### config.mk
export PLATFORM = sky130hd
export DESIGN_NAME = btn_conditioner
export DESIGN_NICKNAME = d
export VERILOG_FILES = /design/src/rtl/btn_conditioner.sv
export SDC_FILE = /design/constraint.sdc
export NUM_CORES = 1
export LEC_CHECK = 0
export BUFFER_PORTS_ARGS = -buffer_cell sky130_fd_sc_hd__buf_2
export CAP_MARGIN = 25
export CORE_MARGIN = 8
export CORE_UTILIZATION = 25
export DETAILED_ROUTE_END_ITERATION = 6
export MAX_ROUTING_LAYER = met4
export SLEW_MARGIN = 25
export SYNTH_ARGS = -nofsm -noshare
export SYNTH_HDL_FRONTEND = slang
export SYNTH_SLANG_ARGS = --single-unit
### constraint.sdc
create_clock -name i_clock -period 3.48 [get_ports i_clock]
set_clock_uncertainty 0.15 [all_clocks]
set_input_delay 0.174 -clock i_clock [delete_from_list [all_inputs] [get_ports i_clock]]
set_output_delay 0.174 -clock i_clock [all_outputs]
set_load 0.01 [all_outputs]
### src/rtl/btn_conditioner.sv
// Push-button conditioner: per-button 2-flop synchronizer, debounce counter,
// registered debounced level and a one-cycle press strobe.
module btn_conditioner #(
  parameter int unsigned NB_BTN       = 3,
  parameter int unsigned DEBOUNCE_CNT = 1000000
) (
  input  logic              i_clock,
  input  logic              i_reset,
  input  logic [NB_BTN-1:0] i_btn,
  output logic [NB_BTN-1:0] o_btn_level,
  output logic [NB_BTN-1:0] o_btn_pulse
);

  // Counter only has to reach DEBOUNCE_CNT-1; keep at least one bit for DEBOUNCE_CNT == 1.
  localparam int unsigned CW = (DEBOUNCE_CNT > 1) ? $clog2(DEBOUNCE_CNT) : 1;
  localparam logic [CW-1:0] CNT_MAX = CW'(DEBOUNCE_CNT - 1);

  for (genvar g = 0; g < NB_BTN; g++) begin : g_btn
    logic          s1_q, s2_q;
    logic          level_q, level_d;
    logic          pulse_q, pulse_d;
    logic [CW-1:0] cnt_q, cnt_d;

    always_comb begin
      cnt_d   = '0;
      level_d = level_q;
      pulse_d = 1'b0;
      if (s2_q != level_q) begin
        if (cnt_q == CNT_MAX) begin
          level_d = s2_q;
          // A mismatch against a low level can only be a press.
          pulse_d = s2_q;
        end else begin
          cnt_d = cnt_q + CW'(1);
        end
      end
    end

    always_ff @(posedge i_clock) begin
      if (i_reset) begin
        s1_q    <= 1'b0;
        s2_q    <= 1'b0;
        cnt_q   <= '0;
        level_q <= 1'b0;
        pulse_q <= 1'b0;
      end else begin
        s1_q    <= i_btn[g];
        s2_q    <= s1_q;
        cnt_q   <= cnt_d;
        level_q <= level_d;
        pulse_q <= pulse_d;
      end
    end

    assign o_btn_level[g] = level_q;
    assign o_btn_pulse[g] = pulse_q;
  end

endmodule

==> results.md <==
- Status: finished clean
- GR Util met2: 12.2%
- # setup viols final: 0
- Sw Ratio: 18.4%
- Most used routing layer: met2
- Syn nets: 372
- Hold slack final: 0.0597 ns
- Fin area: 3720 um^2
- Synth Instances: 364
- Area grow syn2layout: 17.3%
- CTS resizes: 0
- Fraction of layout cells with a size suffix above 1: 9.55%
- Max incr delay on CP: 0.69 ns
- Worst VDD drop: 282 uV
- P per Cell Area: 505 nW/um^2
- Die Area: 16500 um^2
- Min-Delay Endpoint: g_btn[2].s1_q$_SDFF_PP0_
- Initial Util: 25.3%
- Share of the synthesized area in the top cell type: 45.5%
- Flop pwr share: 44.3%
- TritonCTS Buffers: 9
- H-tree depth: 3
- Reg2Reg Capture Point: g_btn[1].cnt_q[2]$_SDFF_PP0_
- Worst slew margin: 48.7%
- DRT Wirelength: 5.91 mm
- Total gr overflow: 0
- Vias per inst: 4.48
- Starting DRT DRC Count: 188
- Lkg Pwr: 0.00108 uW
- Reg2Reg Setup Slack: 1.24 ns
- Fmax achieved: 447 MHz
- Crit path required time: 3.52 ns
- Clock-pin transition on the worst setup and hold timing paths: 0.06 ns
- Slew Limit Fails: 0
- Vias in the first global route: 2294
- First-pass GRT wire length: 10.3 mm
- Routed vias: 2457
- Crit end category: register
- Slowest cell on crit path: or4b_2
- Diode count: 0
- CP startpoint kind: register
- Post-Syn Area: 3170 um^2
- Worst hold stages: 2
- Avg Inst Size Synth: 8.71 um^2
- Sink Count: 72
- Die H: 129 um
- HP Start: i_reset
- Wirelength per Cell: 10.8 um
- DRT antenna net count: 0
- Post-CTS Setup Inserts: 0
- Io pins: 11
- Critical path type: reg2reg
- PnR Total Power: 1880 uW
- # rows: 41
- Yosys warning count: 0
- Largest net degree at the start of global routing: 21
- Yosys cell types: 38
- Comb pwr share: 1.0%
- Reg2Reg Depth: 4
- Synth area leaders: dfxtp_1 (45%), xnor2_1 (7.5%), nor2_1 (5.8%), nand3_1 (3.6%), xor2_1 (3.6%)
- Met3 usage: 2.98%
- P_int: 1530 uW
- Core area: 12500 um^2
- Total Neg Setup Slack: 0 ns
- Delay-heaviest family, CP: simple AND/OR/NAND/NOR gates
- Hpwl dp: 4.14 mm
- Root Driver: clkbuf_16
- Tot GR Track Use: 7.88%
- Seq/Total Area, Yosys: 45.5%
- Critical path cell sequence: or4b_2, nor4_2, a31o_2, nor2_1
- Max_cap viols: 0
- FF-to-FF Start: g_btn[1].cnt_q[15]$_SDFF_PP0_
- Initial antenna violation count: 0
- RSZ-0062 raised after global routing: false
- Net Switching: 346 uW
- Hold Path Class: in2reg
- Crit path max fanout: 20
- Worst Path Buf+Inv: 0
- Residual DRC: 0
- GPL Wtd Cong: 0.767
- Bufs on Longest Clock Path: 2
- Chip width: 129 um
- NumNets Final: 381
- Area post-placement: 3350 um^2
- Critical Path AT: 2.28 ns
- Clock share of power: 54.7%
- Fin crit period: 2.24 ns
- Seq cells post-synth: 72
- Final Hold Violating Endpoints: 0
- IO Port Bufs: 10
- Cell accounting for the most synthesized area: dfxtp_1
- Final-layout fill cell count: 1343
- Met1 usage in global routing: 9.01%
- Final worst-path cycle share: 64.3%
- Slew @ Worst Pin: 0.769 ns
- Worst skew pair latency: 0.32 ns
- DRT Pass-1 Iters: 4
- CTS tree: yes
## cell families (layout without fill, tap and decap cells)
kind of cell	Yosys count	count (layout)	synth area share, %
buf+inv	29	42	4.34
flops	72	72	45.5
simple gates	178	178	30.5
compound gates	42	42	7.46
xor+xnor	40	40	11.0
fa+ha+maj	3	3	1.18
## state kept, by name (all words and copies together) (netlist names)
| name | count |
|---|---|
| g_btn.s2_q | 3 |
| g_btn.cnt_q | 60 |
| g_btn.level_q | 3 |
| g_btn.s1_q | 3 |
| g_btn.pulse_q | 3 |
## repair_timing
| item | in CTS | in global routing |
|---|---|---|
| setup endpoints to repair | 0 | 0 |
| hold buffers | 3 | 0 |
| hold endpoints to repair | 3 | 0 |
## metal layers
metal  routed length (um)  up-vias
li1                     -     1294
met1                 2950     1128
met2                 2660       28
met3                  235        7
met4                   67        0
met5                    0        -
## power by group through the flow
stage	clock network, uW	logic [uW]	registers, uW
detailed placement	0	17.3	849
global placement	0	17.0	849
CTS	1060	20.2	831
finish	1030	19.6	831
global route	1100	22.1	831
floorplan	0	12.1	849
## per-stage QoR
| step | std cells | utilization (%) | worst slack [ns] |
|---|---|---|---|
| detailed placement | 531 | 26.8 | 1.25 |
| global route | 549 | 29.7 | 1.10 |
| floorplan | 364 | - | 1.48 |
| CTS | 549 | 29.7 | 1.24 |
| global placement | 531 | 26.8 | 1.30 |
| finish | 549 | 29.7 | 1.24 |
## final cells by class
| type | instances | area, um^2 | area share, % |
|---|---|---|---|
| clock buffers | 9 | 225 | 6.06 |
| clock inverters | 6 | 109 | 2.93 |
| inverters | 13 | 48.8 | 1.31 |
| multi-input cells | 263 | 1590 | 42.8 |
| flip-flops and latches | 72 | 1440 | 38.8 |
| well taps | 172 | 215 | 5.79 |
| repair buffers | 14 | 87.6 | 2.36 |
## worst max-delay path by stage
| stage | end | cells past startpoint | slack, ns | from |
|---|---|---|---|---|
| 2_1_floorplan | g_btn[0].cnt_q[10]$_SDFF_PP0_ | 5 | 1.48 | g_btn[0].cnt_q[15]$_SDFF_PP0_ |
| 3_3_place_gp | g_btn[1].cnt_q[13]$_SDFF_PP0_ | 4 | 1.30 | g_btn[1].cnt_q[15]$_SDFF_PP0_ |
| 3_5_place_dp | g_btn[1].cnt_q[11]$_SDFF_PP0_ | 4 | 1.25 | g_btn[1].cnt_q[15]$_SDFF_PP0_ |
| 4_1_cts | g_btn[1].cnt_q[2]$_SDFF_PP0_ | 4 | 1.24 | g_btn[1].cnt_q[15]$_SDFF_PP0_ |
| 5_1_grt | g_btn[2].cnt_q[9]$_SDFF_PP0_ | 4 | 1.10 | g_btn[2].cnt_q[8]$_SDFF_PP0_ |
| 6_report | g_btn[1].cnt_q[2]$_SDFF_PP0_ | 4 | 1.24 | g_btn[1].cnt_q[15]$_SDFF_PP0_ |
## synthesized netlist by cell type (all sizes together)
cell / number
nand4: 11
xor2: 13
dfxtp: 72
or4b: 3
and2: 1
and4: 2
inv: 13
nand2b: 1
xnor2: 27
nand2: 21
or3: 15
nor4b: 4
and3: 6
buf: 11
nand4bb: 1
nor3b: 1
ha: 3
a31o: 2
nor4: 11
nor2: 49
o21ai: 14
nand3: 24
or2: 2
nor2b: 6
a21oi: 20
nand4b: 2
or4: 9
nor3: 9
clkbuf: 5
o31ai: 6
## layout by cell type, fill, tap and decap left out, types with 3 or more instances in the layout
cell type      instances
dfxtp_1               72
nor2_1                49
xnor2_1               27
nand3_1               23
nand2_1               21
a21oi_1               20
or3_1                 15
inv_1                 13
xor2_1                13
o21ai_0               12
nand4_1               10
nor4_1                10
buf_2                 10
nor3_1                 9
clkbuf_16              9
or4_1                  8
and3_1                 6
o31ai_1                6
nor2b_1                6
nor4b_1                4
ha_1                   3
bufinv_16              3
dlygate4sd3_1          3
Power figures use the tool's default switching activity.
